`config.mk`:
```
export PLATFORM = sky130hd
export DESIGN_NAME = axil_nco_regs
export DESIGN_NICKNAME = d
export VERILOG_FILES = /design/src/rtl/nco_regs_pkg.sv /design/src/rtl/axil_nco_regs.sv
export SDC_FILE = /design/constraint.sdc
export NUM_CORES = 1
export LEC_CHECK = 0
export ABC_AREA = 0
export CORE_MARGIN = 2
export CORE_UTILIZATION = 49
export DETAILED_ROUTE_END_ITERATION = 6
export PLACE_DENSITY = 0.87
export SYNTH_ARGS = -nofsm -noshare
export SYNTH_HDL_FRONTEND = slang
export SYNTH_SLANG_ARGS = --single-unit
```
`constraint.sdc`:
```
create_clock -name aclk -period 1.8 [get_ports aclk]
set_input_delay 0.18 -clock aclk [delete_from_list [all_inputs] [get_ports aclk]]
set_output_delay 0.18 -clock aclk [all_outputs]
set_load 0.02 [all_outputs]
```
`src/rtl/nco_regs_pkg.sv`:
```
// Shared constants and types for the AXI4-Lite NCO register block:
// register offsets, ID value, response codes, FSM states and address decode.
package nco_regs_pkg;

    localparam logic [31:0] OFS_STEP_SHADOW = 32'h0000_0000;
    localparam logic [31:0] OFS_CTRL        = 32'h0000_0004;
    localparam logic [31:0] OFS_COMMIT      = 32'h0000_0008;
    localparam logic [31:0] OFS_STATUS      = 32'h0000_000C;
    localparam logic [31:0] OFS_ID          = 32'h0000_0010;

    localparam logic [31:0] ID_VALUE = 32'h4D41_5348;

    localparam logic [1:0] RESP_OKAY   = 2'b00;
    localparam logic [1:0] RESP_SLVERR = 2'b10;

    typedef enum logic { W_IDLE, W_RESP } wstate_e;
    typedef enum logic { R_IDLE, R_DATA } rstate_e;

    typedef enum logic [2:0] {
        SEL_STEP,
        SEL_CTRL,
        SEL_COMMIT,
        SEL_STATUS,
        SEL_ID,
        SEL_NONE
    } reg_sel_e;

    // Word-aligned decode: the two byte-offset bits never select a register.
    function automatic reg_sel_e decode_addr(input logic [31:0] addr);
        case (addr & ~32'h3)
            OFS_STEP_SHADOW: return SEL_STEP;
            OFS_CTRL:        return SEL_CTRL;
            OFS_COMMIT:      return SEL_COMMIT;
            OFS_STATUS:      return SEL_STATUS;
            OFS_ID:          return SEL_ID;
            default:         return SEL_NONE;
        endcase
    endfunction

endpackage

```
`src/rtl/axil_nco_regs.sv`:
```
// AXI4-Lite register block for an NCO phase step with shadow/commit semantics.
// Define AXIL_NCO_REGS_READBACK_EN to read back STEP_SHADOW and CTRL contents.
module axil_nco_regs
    import nco_regs_pkg::*;
#(
    parameter int ACC_WIDTH  = 32,
    parameter int ADDR_WIDTH = 8
) (
    input  logic                  aclk,
    input  logic                  rst,

    input  logic [ADDR_WIDTH-1:0] s_axil_awaddr,
    input  logic                  s_axil_awvalid,
    output logic                  s_axil_awready,
    input  logic [31:0]           s_axil_wdata,
    input  logic [3:0]            s_axil_wstrb,
    input  logic                  s_axil_wvalid,
    output logic                  s_axil_wready,
    output logic [1:0]            s_axil_bresp,
    output logic                  s_axil_bvalid,
    input  logic                  s_axil_bready,

    input  logic [ADDR_WIDTH-1:0] s_axil_araddr,
    input  logic                  s_axil_arvalid,
    output logic                  s_axil_arready,
    output logic [31:0]           s_axil_rdata,
    output logic [1:0]            s_axil_rresp,
    output logic                  s_axil_rvalid,
    input  logic                  s_axil_rready,

    output logic [ACC_WIDTH-1:0]  nco_step,
    output logic                  nco_step_update,
    output logic                  nco_step_enable,
    output logic                  dither_enable,
    input  logic                  mmcm_locked
);

    wstate_e               wstate_q, wstate_d;
    logic                  awready_q, awready_d;
    logic                  wready_q, wready_d;
    logic                  aw_held_q, aw_held_d;
    logic                  w_held_q, w_held_d;
    logic [ADDR_WIDTH-1:0] aw_addr_q, aw_addr_d;
    logic [31:0]           w_data_q, w_data_d;
    logic [3:0]            w_strb_q, w_strb_d;
    logic                  bvalid_q, bvalid_d;
    logic [1:0]            bresp_q, bresp_d;

    rstate_e               rstate_q, rstate_d;
    logic                  arready_q, arready_d;
    logic                  rvalid_q, rvalid_d;
    logic [31:0]           rdata_q, rdata_d;
    logic [1:0]            rresp_q, rresp_d;

    logic [ACC_WIDTH-1:0]  step_shadow_q, step_shadow_d;
    logic [ACC_WIDTH-1:0]  nco_step_q, nco_step_d;
    logic                  step_update_q, step_update_d;
    logic [1:0]            ctrl_q, ctrl_d;
    logic                  pending_q, pending_d;

    reg_sel_e              wr_sel, rd_sel;
    logic [31:0]           shadow_ext, shadow_merged;
    logic [31:0]           rd_data;
    logic [1:0]            rd_resp;

    assign wr_sel     = decode_addr(32'(aw_addr_q));
    assign shadow_ext = 32'(step_shadow_q);

    always_comb begin
        for (int b = 0; b < 4; b++) begin
            shadow_merged[8*b +: 8] = w_strb_q[b] ? w_data_q[8*b +: 8] : shadow_ext[8*b +: 8];
        end
    end

    // Write channel: capture AW and W independently, then update and respond.
    always_comb begin
        // NOTE: every next-state signal takes its hold value first, so no path can infer a latch.
        wstate_d      = wstate_q;
        aw_held_d     = aw_held_q;
        w_held_d      = w_held_q;
        aw_addr_d     = aw_addr_q;
        w_data_d      = w_data_q;
        w_strb_d      = w_strb_q;
        bvalid_d      = bvalid_q;
        bresp_d       = bresp_q;
        step_shadow_d = step_shadow_q;
        ctrl_d        = ctrl_q;
        pending_d     = pending_q;
        nco_step_d    = nco_step_q;
        step_update_d = 1'b0;

        case (wstate_q)
            W_IDLE: begin
                if (awready_q && s_axil_awvalid) begin
                    aw_held_d = 1'b1;
                    aw_addr_d = s_axil_awaddr;
                end
                if (wready_q && s_axil_wvalid) begin
                    w_held_d = 1'b1;
                    w_data_d = s_axil_wdata;
                    w_strb_d = s_axil_wstrb;
                end
                if (aw_held_q && w_held_q) begin
                    aw_held_d = 1'b0;
                    w_held_d  = 1'b0;
                    wstate_d  = W_RESP;
                    bvalid_d  = 1'b1;
                    bresp_d   = RESP_OKAY;
                    case (wr_sel)
                        SEL_STEP: begin
                            step_shadow_d = shadow_merged[ACC_WIDTH-1:0];
                            if (|w_strb_q) pending_d = 1'b1;
                        end
                        SEL_CTRL: begin
                            if (w_strb_q[0]) ctrl_d = w_data_q[1:0];
                        end
                        SEL_COMMIT: begin
                            nco_step_d    = step_shadow_q;
                            step_update_d = 1'b1;
                            pending_d     = 1'b0;
                        end
                        default: bresp_d = RESP_SLVERR;
                    endcase
                end
            end
            W_RESP: begin
                if (s_axil_bready) begin
                    bvalid_d = 1'b0;
                    wstate_d = W_IDLE;
                end
            end
            default: wstate_d = W_IDLE;
        endcase

        awready_d = (wstate_d == W_IDLE) && !aw_held_d;
        wready_d  = (wstate_d == W_IDLE) && !w_held_d;
    end

    // Read mux sees the current register contents, so a read racing a write returns the old value.
    always_comb begin
        rd_sel  = decode_addr(32'(s_axil_araddr));
        rd_data = '0;
        rd_resp = RESP_OKAY;
        case (rd_sel)
            SEL_STEP: begin
`ifdef AXIL_NCO_REGS_READBACK_EN
                rd_data = 32'(step_shadow_q);
`endif
            end
            SEL_CTRL: begin
`ifdef AXIL_NCO_REGS_READBACK_EN
                rd_data = {30'd0, ctrl_q};
`endif
            end
            SEL_STATUS: rd_data = {30'd0, pending_q, mmcm_locked};
            SEL_ID:     rd_data = ID_VALUE;
            default:    rd_resp = RESP_SLVERR;
        endcase
    end

    always_comb begin
        rstate_d = rstate_q;
        rvalid_d = rvalid_q;
        rdata_d  = rdata_q;
        rresp_d  = rresp_q;
        case (rstate_q)
            R_IDLE: begin
                if (arready_q && s_axil_arvalid) begin
                    rstate_d = R_DATA;
                    rvalid_d = 1'b1;
                    rdata_d  = rd_data;
                    rresp_d  = rd_resp;
                end
            end
            R_DATA: begin
                if (s_axil_rready) begin
                    rstate_d = R_IDLE;
                    rvalid_d = 1'b0;
                end
            end
            default: rstate_d = R_IDLE;
        endcase
        arready_d = (rstate_d == R_IDLE);
    end

    always_ff @(posedge aclk) begin
        // NOTE: state registers use non-blocking assignments so every flop samples pre-edge values.
        if (rst) begin
            wstate_q      <= W_IDLE;
            awready_q     <= 1'b0;
            wready_q      <= 1'b0;
            aw_held_q     <= 1'b0;
            w_held_q      <= 1'b0;
            aw_addr_q     <= '0;
            w_data_q      <= '0;
            w_strb_q      <= '0;
            bvalid_q      <= 1'b0;
            bresp_q       <= RESP_OKAY;
            rstate_q      <= R_IDLE;
            arready_q     <= 1'b0;
            rvalid_q      <= 1'b0;
            rdata_q       <= '0;
            rresp_q       <= RESP_OKAY;
            step_shadow_q <= '0;
            nco_step_q    <= '0;
            step_update_q <= 1'b0;
            ctrl_q        <= '0;
            pending_q     <= 1'b0;
        end else begin
            wstate_q      <= wstate_d;
            awready_q     <= awready_d;
            wready_q      <= wready_d;
            aw_held_q     <= aw_held_d;
            w_held_q      <= w_held_d;
            aw_addr_q     <= aw_addr_d;
            w_data_q      <= w_data_d;
            w_strb_q      <= w_strb_d;
            bvalid_q      <= bvalid_d;
            bresp_q       <= bresp_d;
            rstate_q      <= rstate_d;
            arready_q     <= arready_d;
            rvalid_q      <= rvalid_d;
            rdata_q       <= rdata_d;
            rresp_q       <= rresp_d;
            step_shadow_q <= step_shadow_d;
            nco_step_q    <= nco_step_d;
            step_update_q <= step_update_d;
            ctrl_q        <= ctrl_d;
            pending_q     <= pending_d;
        end
    end

    assign s_axil_awready  = awready_q;
    assign s_axil_wready   = wready_q;
    assign s_axil_bvalid   = bvalid_q;
    assign s_axil_bresp    = bresp_q;
    assign s_axil_arready  = arready_q;
    assign s_axil_rvalid   = rvalid_q;
    assign s_axil_rdata    = rdata_q;
    assign s_axil_rresp    = rresp_q;
    assign nco_step        = nco_step_q;
    assign nco_step_update = step_update_q;
    assign nco_step_enable = ctrl_q[0];
    assign dither_enable   = ctrl_q[1];

endmodule

```
==> results.txt <==
Worst-path clk slew: 0.05 ns
DP HPWL: 7770 um
Worst setup EP type: output port
Clk root buf: clkbuf_8
Static leakage: 2.73 nW
Mapped cell area: 5190 um2
Hold EP: nco_step_update$_SDFF_PP0_
Yosys cell types: 33
GRT Overall Usage: 20.5%
I/O Pins: 136
Max VDD drop: 574 uV
Slew margin rel.: 61.5%
WP buf/inv: 1
CP Launch Point: s_axil_rdata[27]$_SDFFE_PP0P_
ANT cells: 0
Fin. Hold Viols: 0
Max Cap Violations: 0
Reg2reg end: shadow_ext[0]$_SDFFE_PP0P_
PD cells: 986 nW/um2
WHS Path Cells: 2
Fmax: 0.580 GHz
Synth async-reset ratio: 0%
Most common cell after layout, fill and taps aside: dfxtp_1
Wire length per cell: 14.3 um
Crit path launch type: flop
Net Sw Power: 1.51 mW
Final Setup Violations: 0
RSZ-0062 raised after global routing: false
DRT Pass-1 Iters: 5
P&R area growth vs syn: 32.9%
CTS tree: yes
Crit-path cells: clkdlybuf4s50_1
Critical R2R Launch: aw_addr_q[5]$_SDFFE_PP0P_
CTS sink count: 124
Setup_tns: 0 ns
Largest net degree at the start of global routing: 49
Synth Warn #: 0
Status: finished clean
Global route overflow: 0
Worst r2r path cells: 4
WP data arrival: 1.55 ns
CTS buffer count: 17
Crit-path max cell delay: 0.63 ns
Number of stages on the worst setup path: 1
First-pass GRT wire length: 18600 um
Fin crit share: 95.9%
Flops & latches, synth: 124
Slowest cell on the critical path: clkdlybuf4s50_1
Initial antenna violation count: 0
Top cell family by delay on the critical path: buffers and inverters
Die area: 11400 um2
Placed cell areas: 6280 um2
Slew Limit Fails: 0
Number of synthesized flops with an enable pin: 0
Die X: 107 um
Skew final: 0.00684 ns
Core Region: 10300 um2
H-tree depth: 4
R2r setup slk: 0.08 ns
Layout cell share with drive strength beyond 1: 8.26%
Worst-margin pin slew: 0.573 ns
Initial Utilization: 50.3%
Sequential fraction of the synthesis area: 47.8%
Via-to-Cell Ratio: 5.19
Critical path type: flop to output port
Clock group share of total power: 49.8%
Initial DRC count: 203
Post-CTS Setup Repair Bufs: 0
Chip height: 107 um
Fill cells: 786
Sw Share: 22.2%
Synth Area per Inst: 9.24 um2
Hold path startpoint: rst
Internal: 5.29 mW
Post-route design area: 6900 um2
Remaining DRCs: 0
Worst Path Required: 1.62 ns
Flop pwr share: 42.1%
Comb power frac: 8.1%
Minimum clock period: 1.73 ns
Hold Crit Class: primary input to flop
Final ANT Viol Nets: 0
Vias post-DR: 4166
Maximum root-to-sink buffer count: 2
NumNets Final: 713
Worst-skew pair later-pin latency: 0.50 ns
Most frequent cells in the layout: dfxtp_1 (123), clkdlybuf4s50_1 (99), nand2b_1 (83)
Row count: 37
Worst-path fanout max: 13
Port-buffer cells: 111
Placer Congestion: 0.764
Mapped Cells: 562
Primary FF master, synth: dfxtp_1
Vias in the first global route: 4044
WL final: 11500 um
[how the worst max path moves through the flow]
stage | end | slack [ns]
after floorplan | ctrl_q[0]$_SDFFE_PP0P_ | 0.27
after global placement | shadow_ext[31]$_SDFFE_PP0P_ | 0.19
final | s_axil_rdata[22] | 0.07
after global routing | s_axil_rdata[22] | 0.0004
after detailed placement | nco_step[0]$_SDFFE_PP0P_ | 0.11
after CTS | s_axil_rdata[12] | 0.005
[kinds of logic after synthesis]
logic type,share of synthesized area (%)
other cells,0.0722
compound gates,8.91
simple gates,23.8
buf+inv,8.43
flops,47.8
mux,11.0
[cells in the mapped netlist (3+ instances only)]
library cell  count  area share, %
and3b_1           4           0.67
clkbuf_1         22            1.6
nor3_1            4           0.39
buf_4            34            4.9
a211oi_1          4           0.58
nand3b_1          3           0.43
buf_1             8           0.58
mux2i_1          57             11
a21oi_1          56            5.4
nor2_1           18            1.3
nand4_1          19            2.3
o31ai_1          16            2.3
and4_1            3           0.51
nand2_1          78            5.6
buf_2             8           0.77
dfxtp_1         124             48
nand2b_1         83             10
[worst reg2reg max path, stage by stage (launching register included)]
cell and delay, ns:
dfxtp_1 0.34, nor4_4 0.57, and4_1 0.29, buf_4 0.20
mux2i_1 0.23
[power by group through the flow]
stage	combinational, mW	sequential (mW)	clock (mW)
finish	0.552	2.86	3.39
global placement	0.528	2.91	0
floorplan	0.357	2.91	0
detailed placement	0.545	2.92	0
CTS	0.551	2.86	3.45
global route	0.595	2.87	3.60
[per-layer routing]
layer	up-vias	GRT usage (%)	part of all wire (%)
met5	-	0	0
met4	0	6.40	0.85
met3	8	6.63	5.1
met2	139	34.9	50
met1	1973	24.6	44
li1	2046	-	-
[final cells by class]
type	count	area, um2	area share [%]
timing repair buffer	127	1290	18.6
clock buffer	23	467	6.76
clock inverter	9	136	1.98
sequential	124	2480	36.0
tap	136	170	2.46
multi-input combinational	381	2350	34.1
inverter	2	7.51	0.109
[what timing repair did]
action / CTS / global route
endpoints found under the setup margin: 12 / 10
resized for setup: 3 / 9
hold buffers: 0 / 0
[flip-flops by register name, indices dropped and copies added, names as in the netlist, 2 cells and up]
name / cells
nco_step: 32
aw_addr_q: 6
s_axil_rdata: 3
w_strb_q: 4
w_data_q: 32
shadow_ext: 32
ctrl_q: 2
[metrics by stage]
step	cells	utilization (%)	power [mW]	hold WS, ns	setup WS (ns)
global route	802	66.9	7.06	0.0653	0.000372
global placement	770	60.8	3.44	0.440	0.193
finish	802	66.9	6.80	0.0748	0.0745
CTS	802	66.7	6.86	0.0478	0.00502
detailed placement	770	60.8	3.46	0.446	0.113
floorplan	581	-	3.27	0.279	0.268
(Power assumes the default switching activity.)
